==> src/rtl/i2s_grid_node.sv <==
// Serial grid-bus node: parses each row header, derives its own slot position from
// (x, y), and extracts the CHANNELS consecutive payload words addressed to it.
module i2s_grid_node #(
    parameter  int SLOT_W   = 16,
    parameter  int COORD_W  = 4,
    parameter  int ROW_W    = 6,
    parameter  int CHANNELS = 1,
    localparam int CH_W     = (CHANNELS > 1) ? $clog2(CHANNELS) : 1
) (
    input  logic               i2s_clk,
    input  logic               rst_n,
    input  logic               i2s_data,
    input  logic               i2s_sync,
    input  logic [COORD_W-1:0] x,
    input  logic [COORD_W-1:0] y,
    output logic [SLOT_W-1:0]  data_out,
    output logic [CH_W-1:0]    data_ch,
    output logic               data_valid,
    output logic [ROW_W-1:0]   row_num,
    output logic               hdr_valid,
    output logic               frame_done,
    output logic               frame_err,
    output logic               addr_err
);

    localparam int SC_W = 2*COORD_W + CH_W;
    localparam int BC_W = (SLOT_W > 1) ? $clog2(SLOT_W) : 1;
    localparam logic [BC_W-1:0] BIT_LAST = BC_W'(SLOT_W - 1);
    localparam logic [SC_W-1:0] CH_CNT   = SC_W'(CHANNELS);

    typedef enum logic {HEADER, PAYLOAD} state_t;

    state_t             state_q, state_d;
    logic [SLOT_W-1:0]  shift_q, shift_d;
    logic [BC_W-1:0]    bit_cnt_q, bit_cnt_d;
    logic [SC_W-1:0]    slot_cnt_q, slot_cnt_d;
    logic [SC_W-1:0]    base_q, last_slot_q, slot_off;
    logic [SC_W-1:0]    base_d, last_slot_d;
    logic [COORD_W-1:0] hdr_nx, hdr_ny;
    logic [COORD_W:0]   nx, ny;
    logic               hdr_done, slot_done, frame_end, sync_err;
    logic               owned, hdr_excl;

    assign shift_d = {shift_q[SLOT_W-2:0], i2s_data};

    // Header fields are decoded from the word including the bit sampled this edge.
    assign hdr_nx   = shift_d[SLOT_W-1 -: COORD_W];
    assign hdr_ny   = shift_d[SLOT_W-1-COORD_W -: COORD_W];
    assign nx       = {1'b0, hdr_nx} + (COORD_W+1)'(1);
    assign ny       = {1'b0, hdr_ny} + (COORD_W+1)'(1);
    assign hdr_excl = (x > hdr_nx) || (y > hdr_ny);

    // Modular arithmetic keeps total-1 exact even when the product wraps SC_W.
    assign last_slot_d = SC_W'(nx) * SC_W'(ny) * CH_CNT - SC_W'(1);
    assign base_d      = (SC_W'(y) * SC_W'(nx) + SC_W'(x)) * CH_CNT;

    assign slot_off = slot_cnt_q - base_q;
    assign owned    = !addr_err && (slot_cnt_q >= base_q) && (slot_off < CH_CNT);

    always_ff @(posedge i2s_clk or negedge rst_n) begin
        if (!rst_n) state_q <= HEADER;
        else        state_q <= state_d;
    end

    always_comb begin
        state_d    = state_q;
        bit_cnt_d  = bit_cnt_q + BC_W'(1);
        slot_cnt_d = slot_cnt_q;
        hdr_done   = 1'b0;
        slot_done  = 1'b0;
        frame_end  = 1'b0;
        sync_err   = 1'b0;
        if (i2s_sync) begin
            // The sync bit itself is header MSB, so one header bit is already in.
            sync_err   = (state_q == PAYLOAD) || (bit_cnt_q != '0);
            state_d    = HEADER;
            bit_cnt_d  = BC_W'(1);
            slot_cnt_d = '0;
        end else if (bit_cnt_q == BIT_LAST) begin
            bit_cnt_d = '0;
            if (state_q == HEADER) begin
                hdr_done   = 1'b1;
                state_d    = PAYLOAD;
                slot_cnt_d = '0;
            end else begin
                slot_done = 1'b1;
                if (slot_cnt_q == last_slot_q) begin
                    frame_end  = 1'b1;
                    state_d    = HEADER;
                    slot_cnt_d = '0;
                end else begin
                    slot_cnt_d = slot_cnt_q + SC_W'(1);
                end
            end
        end
    end

    always_ff @(posedge i2s_clk or negedge rst_n) begin
        if (!rst_n) begin
            shift_q     <= '0;
            bit_cnt_q   <= '0;
            slot_cnt_q  <= '0;
            base_q      <= '0;
            last_slot_q <= '0;
            data_out    <= '0;
            data_ch     <= '0;
            data_valid  <= 1'b0;
            row_num     <= '0;
            hdr_valid   <= 1'b0;
            frame_done  <= 1'b0;
            frame_err   <= 1'b0;
            addr_err    <= 1'b0;
        end else begin
            shift_q    <= shift_d;
            bit_cnt_q  <= bit_cnt_d;
            slot_cnt_q <= slot_cnt_d;
            hdr_valid  <= hdr_done;
            frame_done <= frame_end;
            frame_err  <= sync_err;
            data_valid <= slot_done && owned;
            if (hdr_done) begin
                row_num     <= shift_d[ROW_W-1:0];
                addr_err    <= hdr_excl;
                base_q      <= base_d;
                last_slot_q <= last_slot_d;
            end
            if (slot_done && owned) begin
                data_out <= shift_d;
                data_ch  <= slot_off[CH_W-1:0];
            end
        end
    end

endmodule

==> config.mk <==
export PLATFORM = sky130hd
export DESIGN_NAME = i2s_grid_node
export DESIGN_NICKNAME = d
export VERILOG_FILES = /design/src/rtl/i2s_grid_node.sv
export SDC_FILE = /design/constraint.sdc
export NUM_CORES = 1
export LEC_CHECK = 0
export CELL_PAD_IN_SITES_DETAIL_PLACEMENT = 1
export CELL_PAD_IN_SITES_GLOBAL_PLACEMENT = 2
export CORE_AREA = 2 2 116 118
export CTS_CLUSTER_DIAMETER = 120
export DETAILED_ROUTE_END_ITERATION = 8
export DIE_AREA = 0 0 118 120
export GPL_TIMING_DRIVEN = 0
export PLACE_DENSITY_LB_ADDON = 0.25
export SETUP_SLACK_MARGIN = 0.5
export SLEW_MARGIN = 15
export SYNTH_ARGS = -nofsm -noshare
export SYNTH_HDL_FRONTEND = slang
export SYNTH_SLANG_ARGS = --single-unit
==> constraint.sdc <==
create_clock -name i2s_clk -period 8.1 [get_ports i2s_clk]
set_input_delay 2.025 -clock i2s_clk [delete_from_list [all_inputs] [get_ports i2s_clk]]
set_output_delay 2.025 -clock i2s_clk [all_outputs]
set_load 0.02 [all_outputs]
# After elaboration in Yosys (flattened, before gate mapping)
# Cells that the tools add are included.
[word_totals]
register_bits = 75
latchBits = 0
ramBits = 0
rom_bits = 0
inputBits = 12
output_inout_bits = 28
wordCells = 58
n_memories = 0
[classes]
addsub = 7
n_mul = 2
div_mod_pow = 0
order_cmp = 4
n_eq_ne = 2
shift = 0
mux = 21
bitwise = 0
reduce_logical = 8
[op_table]
columns = ["cell", "count"]
rows = [
  ["2-to-1 mux 9 bit", 4],
  ["2-to-1 mux 1 bit", 15],
  ["adder 4 x 1 -> 5 bit (second input constant)", 2],
  ["adder 9 x 1 -> 9 bit (second input constant)", 1],
  ["adder 9 x 4 -> 9 bit", 1],
  ["equality test 9 bit", 1],
  ["greater-or-equal comparator 9 bit", 1],
  ["less-than comparator 9 x 1 -> 1 bit (second input constant)", 1],
  ["multiplier 4 x 5 -> 9 bit", 1],
  ["multiplier 5 x 5 -> 9 bit", 1],
  ["subtractor 9 x 1 -> 9 bit (second input constant)", 1],
  ["subtractor 9 bit", 1],
  ["> comparator 4 bit", 2],
  ["2-to-1 mux 4 bit", 2],
  ["adder 4 x 1 -> 4 bit (second input constant)", 1],
  ["equality test 4 bit (second input constant)", 1],
  ["nonzero test 4 bit", 1],
  ["logical AND 1 bit", 3],
  ["logical OR 1 bit", 2],
  ["nonzero test 2 bit", 1],
  ["zero test 1 bit", 1],
]

# Logic depth before layout (Yosys ltp)
[depth]
word_depth = 5
mapped_depth = 16
depth_no_buf = 16

# Least setup slack after synthesis
# Ideal clock, no wire load.
[synth_timing]
path_type = "input -> register"
from = "input y[3]"
to = "register base_q[7]"
setup_time_ns = 0.133
arrival_time_ns = 4.770
required_ns = 7.967
setup_slack_ns = 3.196
cell_stages = 12
path_buffers = 0
cell_sequence = "nand2b_1 > fa_1 > fa_1 > inv_1 > fa_1 > ha_1 > a21o_1 > a21oi_1 > o21bai_1 > a21oi_1 > xor2_1 > o21ai_0"
[synth_via]
elab_chain_cells = 2
[synth_lines]
columns = ["element", "line", "rtl"]
rows = [
  ["start: declaration", "15", "input logic [COORD_W-1:0] y,"],
  ["multiplier 4 x 5 -> 9 bit", "55", "assign base_d = (SC_W'(y) * SC_W'(nx) + SC_W'(x)) * CH_CNT;"],
  ["adder 9 x 4 -> 9 bit", "55", ""],
  ["end signal: assignment", "124", "base_q <= base_d;"],
  ["end: declaration", "37", "logic [SC_W-1:0] base_q, last_slot_q, slot_off;"],
]
# No other way between the ends.
# A chain may end at the register's enable or synchronous reset.

# Worst setup path after layout
# Ends and elaborated chain as after synthesis.

==> flow_metrics.tcl <==
set metrics [dict create \
    vdd_drop_max_v 0.000126 \
    crit_fanout 6 \
    fp.dieH_um 120 \
    hold_ws_ps 375 \
    ys_warn_count 0 \
    area_growth_pct 17.3 \
    reg2reg_to "last_slot_q[7]$_DFFE_PN0P_" \
    clkTransAtPathRegs_ps 50 \
    cts-root-buf "clkbuf_16" \
    clk_latency_ps 340 \
    fillers 1506 \
    cts.sinks 75 \
    ys_seq_elements 75 \
    max_clock_freq_mhz 184 \
    place.gp.congestion 0.827 \
    layout.cells.non_filler 779 \
    synth-edff-count 0 \
    grt_pass1_vias 4287 \
    port_buffers 39 \
    crit_path_end_kind "register" \
    final_nets 688 \
    netlist-cell-type-count 51 \
    hp-class "reg2reg" \
    start_util 0.403 \
    p_leak_nw 2.98 \
    cts_tree "done" \
    use_met1 0.228 \
    holdBufCountCts 0 \
    fin_tns_setup_ps 0 \
    critPathRequiredTime_ps 8310 \
    synthCells 547 \
    die_w_um 118 \
    numCtsBuffers 9 \
    post-route-drc-count 0 \
    overflow 0 \
    vias_per_cell 5.00 \
    grt_antenna_before_repair 0 \
    layout_min_cycle_time_ps 5450 \
    synth-main-ff-cell "dfrtp_1" \
    worst_pin_slew_ps 899 \
    powerDensity_nw_per_um2 171 \
    wl_per_cell_um 15.1 \
    dr.pass1.iters 4 \
    cts_max_level 3 \
    cp-start-kind "input port" \
    grt_usage 0.185 \
    fin_skew_ps 9.16 \
    reg2regPathDepth 15 \
    hold_viol 0 \
    netlist_area_um2 5230 \
    routed_wl_mm 11.8 \
    busiest_layer "met2" \
    dieArea_um2 14200 \
    cts_resized 0 \
    dp_hpwl_mm 9.56 \
    grt_max_degree 58 \
    r2r_slack_ps 3750 \
    synthArstFlopShare 1.00 \
    ys_seq_area_frac 0.359 \
    post_cts_buffers 0 \
    synth.avg_cell_area_um2 9.55 \
    final_common_cell "dfrtp_1" \
    fin_util 0.472 \
    core_area_um2 13000 \
    slew_headroom 0.401 \
    status "finished, final reports clean" \
    endpoint "base_q[7]$_DFFE_PN0P_" \
    r2r_start "shift_q[13]$_DFF_PN0_" \
    period_share 0.672 \
    ant_nets 0 \
    maxSlewViolCount 0 \
    critPathLaunch "y[3]" \
    path_class "in2reg" \
    dp.cells 763 \
    setup_viol 0 \
    syn_nets 637 \
    max_cap_violations 0 \
    gr-usage-met2 0.324 \
    arrival_ps 5650 \
    drtIter0Drc 101 \
    row_count 42 \
    min_path_cells 0 \
    drive_above_1_share 0.0680 \
    num_vias 3897 \
    grt_pass1_wl_mm 20.8 \
    cts_buffer_depth 2 \
    p_total_w 0.00105 \
    use_met3 0.0261 \
    rsz0062_at_grt "false" \
    pin_count 40 \
    antennaDiodeCount 0 \
    final_cell_mix "dfrtp_1, nand2_1, inv_1" \
]
==> synth_stat cells, types with 2 or more instances <==
master	n	share of area
ha_1	56	0.13
and2_1	13	0.016
a31oi_1	2	0.0024
nand3b_1	2	0.0029
a21o_1	5	0.0072
o21a_1	3	0.0043
xnor2_1	25	0.042
nand2b_1	14	0.017
nand4_1	4	0.0048
nand3_1	11	0.011
inv_1	63	0.045
buf_1	2	0.0014
o21ai_0	33	0.032
and3_1	8	0.0096
or2_2	2	0.0024
fa_1	22	0.084
nor2_1	35	0.025
nand2_1	71	0.051
clkbuf_1	10	0.0072
mux2_2	16	0.034
nor2b_1	9	0.011
a211oi_1	2	0.0029
o21bai_1	5	0.0072
xor2_1	8	0.013
nor3b_1	2	0.0029
mux2i_1	4	0.0077
nor4_1	2	0.0024
nor3_1	5	0.0048
dfrtp_1	75	0.36
a21oi_1	17	0.016
==> power breakdown <==
| group | switching [W] | leakage (nW) | total [W] | internal [W] |
|---|---|---|---|---|
| clock | 0.000158 | 0.125 | 0.000365 | 0.000207 |
| sequential | 0.00000985 | 0.991 | 0.000395 | 0.000385 |
| combinational | 0.000159 | 1.86 | 0.000287 | 0.000128 |
==> per-layer routing <==
layer / vias up / routed length (um) / share of wire
li1: 1921 / - / -
met1: 1924 / 5500 / 0.47
met2: 34 / 5870 / 0.50
met3: 18 / 170 / 0.014
met4: 0 / 254 / 0.022
met5: - / 0 / 0
==> area by class of cell <==
| type | count | area (um2) | area share |
|---|---|---|---|
| multi-input combinational | 395 | 3050 | 0.498 |
| sequential | 75 | 1880 | 0.306 |
| timing repair buffer | 40 | 415 | 0.0677 |
| inverter | 64 | 240 | 0.0392 |
| clock buffer | 10 | 229 | 0.0373 |
| tap | 176 | 220 | 0.0359 |
| buffer | 13 | 56.3 | 0.00918 |
| clock inverter | 6 | 41.3 | 0.00673 |
==> sequential cells by signal (all words and copies together) (netlist names) <==
name and flops:
slot_cnt_q 9, last_slot_q 9, data_out 16, bit_cnt_q 4, shift_q 15, data_valid 1
frame_err 1, frame_done 1, hdr_valid 1, state_q 1, addr_err 1, data_ch 1
base_q 9, row_num 6
==> how the worst min path moves through the flow <==
stage | startpoint | end | slack (ps)
finish | shift_q[13]$_DFF_PN0_ | shift_q[14]$_DFF_PN0_ | 380
global route | shift_q[5]$_DFF_PN0_ | shift_q[6]$_DFF_PN0_ | 390
CTS | shift_q[5]$_DFF_PN0_ | shift_q[6]$_DFF_PN0_ | 380
detailed placement | shift_q[5]$_DFF_PN0_ | shift_q[6]$_DFF_PN0_ | 360
global placement | shift_q[13]$_DFF_PN0_ | shift_q[14]$_DFF_PN0_ | 360
floorplan | shift_q[5]$_DFF_PN0_ | shift_q[6]$_DFF_PN0_ | 350
==> worst max-delay path: stages <==
cell and delay (ps):
clkdlybuf4s50_1 610, nand2b_1 130, fa_1 520, fa_1 540
inv_1 50, fa_1 450, ha_1 350, a21o_1 190
a21oi_1 230, o21bai_1 100, a21oi_1 200, xor2_1 180
o21ai_0 90
==> cell families after synthesis <==
| kind of cell | Yosys count | synth area share |
|---|---|---|
| and+or+nand+nor | 185 | 0.172 |
| AOI/OAI and AO/OA | 79 | 0.0960 |
| adders and majority gates | 78 | 0.218 |
| buffers and inverters | 77 | 0.0567 |
| DFF | 75 | 0.359 |
| xor gates and xnor gates | 33 | 0.0553 |
| muxes | 20 | 0.0421 |
==> metrics by stage <==
stage	worst slack (ps)	area, um2
2_1_floorplan	3200	5230
3_3_place_gp	2320	5840
3_5_place_dp	2310	5860
4_1_cts	2660	6130
5_1_grt	2490	6130
6_report	2650	6130
Power figures use the tool's default switching activity.
